===== src/rtl/cnn_pkg.sv =====
// Shared defaults and the frame-buffer state encoding for the CNN two-layer datapath.
package cnn_pkg;

    localparam int DEF_DATANUM = 15;
    localparam int DEF_DW      = 8;

    typedef enum logic {
        FILL = 1'b0,
        HOLD = 1'b1
    } state_t;

endpackage


===== src/rtl/onehot_write_ptr.sv =====
// One-hot rotating slot selector. Home position is the MSB; each enable rotates one place left.
module onehot_write_ptr
    import cnn_pkg::*;
#(
    parameter int DATANUM = DEF_DATANUM
) (
    input  logic               clk,
    input  logic               rst,
    input  logic               clear,
    input  logic               en,
    output logic [DATANUM-1:0] ptr
);

    localparam logic [DATANUM-1:0] HOME = {1'b1, {(DATANUM-1){1'b0}}};

    logic [DATANUM-1:0] ptr_reg;

    always_ff @(posedge clk) begin
        if (rst || clear) begin
            ptr_reg <= HOME;
        end else if (en) begin
            ptr_reg <= {ptr_reg[DATANUM-2:0], ptr_reg[DATANUM-1]};
        end
    end

    assign ptr = ptr_reg;

    // A corrupted pointer would silently write zero or several slots at once.
    ptr_onehot_a: assert property (@(posedge clk) disable iff (rst) $onehot(ptr_reg));

endmodule


===== src/rtl/write_reg_bank.sv =====
// Collects DATANUM samples into a slot bank and offers the whole frame downstream with valid/ready.
module write_reg_bank
    import cnn_pkg::*;
#(
    parameter int DATANUM = DEF_DATANUM,
    parameter int DW      = DEF_DW
) (
    input  logic                         clk,
    input  logic                         rst,
    input  logic                         clear,
    input  logic                         in_valid,
    output logic                         in_ready,
    input  logic [DW-1:0]                in_data,
    output logic                         out_valid,
    input  logic                         out_ready,
    output logic [DATANUM*DW-1:0]        out_data,
    output logic [DATANUM-1:0]           wr_ptr,
    output logic [$clog2(DATANUM+1)-1:0] fill_cnt,
    output logic                         frame_done
);

    localparam int CW = $clog2(DATANUM+1);

    state_t        state_reg, state_next;
    logic [CW-1:0] fill_cnt_reg, fill_cnt_next;
    logic          frame_done_reg, frame_done_next;
    logic          accept;
    logic          release_frame;

    assign in_ready      = (state_reg == FILL) && !clear;
    assign accept        = in_valid && in_ready;
    assign release_frame = (state_reg == HOLD) && out_ready && !clear;

    onehot_write_ptr #(
        .DATANUM(DATANUM)
    ) u_ptr (
        .clk   (clk),
        .rst   (rst),
        .clear (clear),
        .en    (accept),
        .ptr   (wr_ptr)
    );

    always_comb begin
        state_next      = state_reg;
        fill_cnt_next   = fill_cnt_reg;
        frame_done_next = 1'b0;
        if (clear) begin
            state_next    = FILL;
            fill_cnt_next = '0;
        end else if (accept) begin
            fill_cnt_next = fill_cnt_reg + CW'(1);
            if (fill_cnt_reg == CW'(DATANUM-1)) begin
                state_next = HOLD;
            end
        end else if (release_frame) begin
            state_next      = FILL;
            fill_cnt_next   = '0;
            frame_done_next = 1'b1;
        end
    end

    always_ff @(posedge clk) begin
        if (rst) begin
            state_reg      <= FILL;
            fill_cnt_reg   <= '0;
            frame_done_reg <= 1'b0;
        end else begin
            state_reg      <= state_next;
            fill_cnt_reg   <= fill_cnt_next;
            frame_done_reg <= frame_done_next;
        end
    end

    // Each slot is enabled directly by its pointer bit, so no address decode is needed.
    genvar gi;
    generate
        for (gi = 0; gi < DATANUM; gi++) begin : g_slot
            logic [DW-1:0] slot_reg;

            always_ff @(posedge clk) begin
                if (rst) begin
                    slot_reg <= '0;
                end else if (accept && wr_ptr[gi]) begin
                    slot_reg <= in_data;
                end
            end

            assign out_data[gi*DW +: DW] = slot_reg;
        end
    endgenerate

    assign out_valid  = (state_reg == HOLD);
    assign fill_cnt   = fill_cnt_reg;
    assign frame_done = frame_done_reg;

endmodule


===== config.mk =====
export PLATFORM = sky130hd
export DESIGN_NAME = write_reg_bank
export DESIGN_NICKNAME = d
export VERILOG_FILES = /design/src/rtl/cnn_pkg.sv /design/src/rtl/onehot_write_ptr.sv /design/src/rtl/write_reg_bank.sv
export SDC_FILE = /design/constraint.sdc
export NUM_CORES = 1
export LEC_CHECK = 0
export ABC_AREA = 1
export CAP_MARGIN = 10
export CORE_MARGIN = 3
export CORE_UTILIZATION = 52
export CTS_CLUSTER_SIZE = 12
export DETAILED_ROUTE_END_ITERATION = 7
export PLACE_DENSITY = 0.85
export SLEW_MARGIN = 15
export SYNTH_ARGS = -nofsm -noshare
export SYNTH_HDL_FRONTEND = slang
export SYNTH_SLANG_ARGS = --single-unit

===== constraint.sdc =====
create_clock -name clk -period 2.9 [get_ports clk]
set_input_delay 0.435 -clock clk [delete_from_list [all_inputs] [get_ports clk]]
set_output_delay 0.435 -clock clk [all_outputs]
set_load 0.05 [all_outputs]

==> impl_metrics.env, run 1 <==
export IMPL_outcome="completed"
export IMPL_antenna_found_initial=0
export IMPL_place_congestion=0.8155
export IMPL_cts_root_buf="clkbuf_16"
export IMPL_drc_errors=0
export IMPL_htreeDepth=4
export IMPL_drt_initial_drc_count=464
export IMPL_critPathBufInv=1
export IMPL_areaGrowthSynthToFinish_pct=34.51
export IMPL_cts_resized=0
export IMPL_fin_cells=1154
export IMPL_ant_nets=0
export IMPL_p_sw_share_pct=22.26
export IMPL_cap_violations=0
export IMPL_slew_headroom_pct=41.60
export IMPL_syn_area_mm2=0.005892
export IMPL_ios=155
export IMPL_power_switching_mw=0.9119
export IMPL_largest_reg_flops=120
export IMPL_slew_violations=0
export IMPL_yosysUniqueCellTypes=20
export IMPL_critPathCapture="fill_cnt[2]"
export IMPL_pwr_share_seq_pct=47.8
export IMPL_worstHoldPathType="reg2reg"
export IMPL_min_period_ns=2.161
export IMPL_via_count=5250
export IMPL_cp_end_kind="primary output"
export IMPL_start_util_pct=53.88
export IMPL_worstSetupPathType="reg2out"
export IMPL_overflow=0
export IMPL_critPathTopFamily="buffers and inverters"
export IMPL_critical_path_startpoint="fill_cnt[2]$_SDFFE_PP0P_"
export IMPL_drive_gt1_share_pct=5.621
export IMPL_slowest_delay_ns=0.88
export IMPL_clock_skew_ns=0.01193
export IMPL_ys_seq_area_share_pct=47.91
export IMPL_hpwl_mm=9.405
export IMPL_wl_mm=15.13
export IMPL_r2r_cells=5
export IMPL_post_drt_wl_per_cell_um=13.11
export IMPL_row_count=38
export IMPL_p_leak_nw=3.863
export IMPL_r2r_start="out_valid$_SDFFE_PP0P_"
export IMPL_ys_ff_latch=141
export IMPL_critical_path_arrival_ns=1.73
export IMPL_first_global_vias=4844
export IMPL_internal_power_mw=3.184
export IMPL_die_w_um=112.4
export IMPL_design_core_area_mm2=0.01094
export IMPL_finalCritPeriodShare_pct=74.52
export IMPL_num_antenna_cells=0
export IMPL_setup_viol=0
export IMPL_rsz0062_at_grt="no"
export IMPL_port_buffers=154
export IMPL_worst_pin_slew_ns=0.8733
export IMPL_powerDensity_mw_per_mm2=516.8
export IMPL_dp_cells=1127
export IMPL_cp_depth=1
export IMPL_cts_buffers=17
export IMPL_grt_pass1_wl_mm=24.38
export IMPL_holdWs_ns=0.4905
export IMPL_pwr_share_clk_pct=46.9
export IMPL_required_ns=2.47
export IMPL_final_setup_tns_ns=0
export IMPL_crit_chain="clkdlybuf4s50_1"
export IMPL_reg2reg_to="g_slot[2].slot_reg[6]$_SDFFE_PP0P_"
export IMPL_syn_avg_cell_area_um2=6.788
export IMPL_dr_pass1_iters=5
export IMPL_max_freq_mhz=462.7
export IMPL_yosysWarnings=0
export IMPL_cts_sinks=141
export IMPL_ir_drop_uv=431.4
export IMPL_nNetsFinal=1021
export IMPL_crit_path_start_kind="register"
export IMPL_power_frac_comb_pct=5.3
export IMPL_synth_cells=868
export IMPL_grtUsageTotal_pct=24.37
export IMPL_via_per_inst=4.549
export IMPL_grt_max_degree=121
export IMPL_synth_nets=883
export IMPL_cts_clk_slew_worst_paths_ns=0.05
export IMPL_die_area_mm2=0.01264
export IMPL_cp_max_fo=6
export IMPL_reg2reg_slack_ns=1.28
export IMPL_crit_path_top_delay_cell="clkdlybuf4s50_1"
export IMPL_cts_tree="done"
export IMPL_postCtsSetupBuffers=0
export IMPL_clk_latency_ns=0.42
export IMPL_finalHoldViolations=0
export IMPL_die_height_um=112.4
export IMPL_cts_buffer_depth=2
export IMPL_cts_hold_buf=0
## cells by family after synthesis
logic type	count (synthesis)	synth area share, %
and+or+nand+nor	534	37.16
buffers and inverters	170	12.68
AOI/OAI and AO/OA	21	1.826
DFF	141	47.91
adders and majority gates	2	0.4247
## synthesized netlist by cell type
cell	number	share of area [%]
nand2_1	255	16
nor2_1	247	16
dfxtp_1	141	48
inv_1	129	8.2
a21oi_1	18	1.5
clkbuf_1	18	1.1
buf_2	8	0.68
buf_6	8	1.5
nand2_2	8	0.85
nand3_2	8	1.4
nand3_4	7	2.1
buf_4	6	0.76
nand3_1	6	0.51
ha_1	2	0.42
o21ai_0	2	0.17
buf_12	1	0.34
nand4_1	1	0.11
nor2_4	1	0.19
nor3_1	1	0.085
o21bai_1	1	0.13
## how the worst min path moves through the flow
| stage | startpoint | end | cells after the start |
|---|---|---|---|
| floorplan | in_data[0] | g_slot[0].slot_reg[0]$_SDFFE_PP0P_ | 2 |
| global placement | u_ptr.ptr[11]$_SDFFE_PP0P_ | u_ptr.ptr[11]$_SDFFE_PP0P_ | 2 |
| detailed placement | u_ptr.ptr[2]$_SDFFE_PP0P_ | u_ptr.ptr[2]$_SDFFE_PP0P_ | 2 |
| CTS | u_ptr.ptr[0]$_SDFFE_PP0P_ | u_ptr.ptr[0]$_SDFFE_PP0P_ | 2 |
| finish | u_ptr.ptr[2]$_SDFFE_PP0P_ | u_ptr.ptr[2]$_SDFFE_PP0P_ | 2 |
| global route | u_ptr.ptr[14]$_SDFFE_PP1P_ | u_ptr.ptr[14]$_SDFFE_PP1P_ | 2 |
## per-stage QoR
stage	cell area, µm²	power [mW]	setup WS (ns)	util [%]
floorplan	5892	2.131	1.295	-
global placement	7410	2.213	0.8340	67.76
detailed placement	7410	2.214	0.7919	67.76
CTS	7925	4.119	0.7140	72.47
global route	7925	4.230	0.6586	72.47
finish	7925	4.096	0.7390	72.47
## power groups by stage
stage	registers, mW	clock network [mW]	logic, mW
6_report	1.96	1.92	0.217
5_1_grt	1.96	2.04	0.231
4_1_cts	1.96	1.95	0.217
3_5_place_dp	2.00	0	0.216
3_3_place_gp	2.00	0	0.216
2_1_floorplan	2.04	0	0.0942
## worst reg2reg max path, delay by kind of cell, from the launching register on
family / cells / cell delay (ns)
flops: 1 / 0.36
simple gates: 4 / 0.80
buf+inv: 1 / 0.36
## final cells by class
| type | instances | area [µm²] |
|---|---|---|
| Sequential cell | 141 | 2823 |
| Tap cell | 140 | 175.2 |
| Clock buffer | 25 | 505.5 |
| Fill cell | 913 | 3010 |
| Clock inverter | 2 | 10.01 |
| Timing Repair Buffer | 160 | 1604 |
| Inverter | 129 | 485.5 |
| Multi-Input combinational cell | 557 | 2322 |
## placed cells by master (no fill, tap or decap)
cell type,n
inv_1,128
nand3_4,7
ha_1,2
clkinv_2,3
a21oi_1,18
nand2_2,8
nor2_1,247
o21bai_1,1
clkbuf_1,3
nand3_2,8
clkdlybuf4s50_1,152
nor2_4,1
nor3_1,1
o21ai_0,2
dfxtp_1,141
buf_2,1
clkbuf_8,5
nand2_1,255
buf_12,2
nand3_1,6
nand4_1,1
buf_4,5
clkbuf_16,17
## metal layers
metal	up-vias	global-route usage (%)	wire, µm
met1	2304	30.00	6611
met2	146	39.05	7096
met5	-	0	0
li1	2783	-	-
met3	17	10.13	1237
met4	0	7.612	183
(Power assumes the default switching activity.)
==> run 2, diff against run 1 <==
--- a/config.mk
+++ b/config.mk
@@ -8,10 +8,10 @@
 export ABC_AREA = 1
 export CAP_MARGIN = 10
 export CORE_MARGIN = 3
-export CORE_UTILIZATION = 52
+export CORE_UTILIZATION = 44
 export CTS_CLUSTER_SIZE = 12
 export DETAILED_ROUTE_END_ITERATION = 7
-export PLACE_DENSITY = 0.85
+export PLACE_DENSITY = 0.76
 export SLEW_MARGIN = 15
 export SYNTH_ARGS = -nofsm -noshare
 export SYNTH_HDL_FRONTEND = slang
==> constraint.sdc (replaced) <==
create_clock -name clk -period 1.9 [get_ports clk]
set_input_delay 0.285 -clock clk [delete_from_list [all_inputs] [get_ports clk]]
set_output_delay 0.285 -clock clk [all_outputs]
set_load 0.05 [all_outputs]
==> impl_metrics.env, run 2 (synthesis gave the netlist of run 1 again) <==
export IMPL_crit_path_top_delay_cell="clkdlybuf4s50_1"
export IMPL_cts_clk_slew_worst_paths_ns=0.06
export IMPL_first_global_vias=4753
export IMPL_hold_end="fill_cnt[2]$_SDFFE_PP0P_"
export IMPL_final_setup_tns_ns=0
export IMPL_cp_end_kind="primary output"
export IMPL_start_util_pct=45.76
export IMPL_via_per_inst=4.404
export IMPL_max_freq_mhz=532.1
export IMPL_outcome="completed"
export IMPL_clk_latency_ns=0.42
export IMPL_finalWorstSetupSlack_ns=0.02053
export IMPL_cts_root_buf="clkbuf_16"
export IMPL_worstSetupPathType="reg2out"
export IMPL_largest_reg_flops=120
export IMPL_grtUsageTotal_pct=21.56
export IMPL_postCtsSetupBuffers=0
export IMPL_slowest_delay_ns=0.82
export IMPL_required_ns=1.62
export IMPL_cap_violations=0
export IMPL_clock_skew_ns=0.009045
export IMPL_r2r_cells=6
export IMPL_slew_violations=0
export IMPL_worst_pin_slew_ns=0.5465
export IMPL_finalHoldViolations=0
export IMPL_die_height_um=121.7
export IMPL_hold_path_depth=5
export IMPL_grt_pass1_wl_mm=24.76
export IMPL_htreeDepth=4
export IMPL_areaGrowthSynthToFinish_pct=38.67
export IMPL_num_antenna_cells=0
export IMPL_r2r_start="out_valid$_SDFFE_PP0P_"
export IMPL_die_area_mm2=0.01482
export IMPL_cts_buffers=17
export IMPL_finalCritPeriodShare_pct=98.92
export IMPL_cts_buffer_depth=2
export IMPL_critPathTopFamily="buffers and inverters"
export IMPL_row_count=41
export IMPL_nNetsFinal=1032
export IMPL_wl_mm=15.62
export IMPL_ios=155
export IMPL_critical_path_arrival_ns=1.59
export IMPL_ir_drop_uv=535.0
export IMPL_dr_pass1_iters=5
export IMPL_post_drt_wl_per_cell_um=13.01
export IMPL_crit_chain="clkdlybuf4s50_1"
export IMPL_critPathBufInv=1
export IMPL_port_buffers=154
export IMPL_grt_max_degree=63
export IMPL_final_cell_mix="nand2_1, nor2_1, dfxtp_1"
export IMPL_drt_initial_drc_count=432
export IMPL_cts_sinks=141
export IMPL_min_period_ns=1.879
export IMPL_cts_tree="done"
export IMPL_pre_cts_ws_ns=0.1707
export IMPL_slew_headroom_pct=63.46
export IMPL_design_core_area_mm2=0.01288
export IMPL_crit_path_start_kind="register"
export IMPL_rsz0062_at_grt="no"
export IMPL_drive_gt1_share_pct=8.268
export IMPL_setup_viol=0
export IMPL_num_fill_cells=1149
export IMPL_holdWs_ns=0.3677
export IMPL_reg2reg_to="g_slot[3].slot_reg[7]$_SDFFE_PP0P_"
export IMPL_layout_commonest_cell="nand2_1"
export IMPL_cp_max_fo=2
export IMPL_worstHoldPathType="in2reg"
export IMPL_hpwl_mm=10.02
export IMPL_die_w_um=121.7
export IMPL_reg2reg_slack_ns=0.56
export IMPL_worstHoldStart="in_valid"
export IMPL_via_count=5285
export IMPL_ant_nets=0
export IMPL_overflow=0
export IMPL_p_leak_nw=4.638
export IMPL_place_congestion=0.7962
export IMPL_drc_errors=0
export IMPL_powerDensity_mw_per_mm2=804.6
export IMPL_antenna_found_initial=0
-- run 2: area by class of cell --
type | instances | area (µm²) | share of cell area (%)
flip-flops and latches | 141 | 2823 | 34.55
multi-input cells | 557 | 2322 | 28.42
repair buffers | 171 | 1749 | 21.41
clock buffers | 23 | 488.0 | 5.972
inverters | 129 | 485.5 | 5.942
well taps | 172 | 215.2 | 2.634
clock inverters | 7 | 87.58 | 1.072
-- run 2: stage by stage --
step / area [µm²] / util [%] / cells / total power, mW
finish: 8170 / 63.45 / 1200 / 6.574
CTS: 8088 / 62.81 / 1200 / 6.638
detailed placement: 7525 / 58.44 / 1170 / 3.409
floorplan: 5892 / - / 868 / 3.253
global route: 8170 / 63.45 / 1200 / 6.795
global placement: 7525 / 58.44 / 1170 / 3.405
-- run 2: worst max-delay path by stage --
stage,from,endpoint,slack [ns],cells after the start
final,g_slot[12].slot_reg[5]$_SDFFE_PP0P_,out_data[101],0.02,1
after global placement,clear,g_slot[14].slot_reg[6]$_SDFFE_PP0P_,0.19,6
after global routing,g_slot[14].slot_reg[0]$_SDFFE_PP0P_,out_data[112],0.00002,1
after detailed placement,clear,g_slot[2].slot_reg[2]$_SDFFE_PP0P_,0.17,6
after floorplan,out_valid$_SDFFE_PP0P_,u_ptr.ptr[10]$_SDFFE_PP0P_,0.30,6
after CTS,g_slot[3].slot_reg[6]$_SDFFE_PP0P_,out_data[30],0.003,1
-- run 2: what timing repair did --
action,CTS,global route
gates resized for setup,10,33
hold buffers,0,0
endpoints found under the setup margin,10,33
-- run 2: report_power, final --
group          switching, mW  leakage [nW]  internal [mW]
registers            0.00993          1.14           2.98
logic                  0.253          3.22          0.103
clock network           1.19         0.285           2.05
-- run 2: layer usage --
layer | track usage [%] | vias to the layer above | part of all wire, %
li1 | - | 2804 | -
met2 | 34.30 | 141 | 47
met4 | 7.073 | 0 | 1.4
met1 | 28.12 | 2325 | 45
met5 | 0 | - | 0
met3 | 6.500 | 15 | 6.4
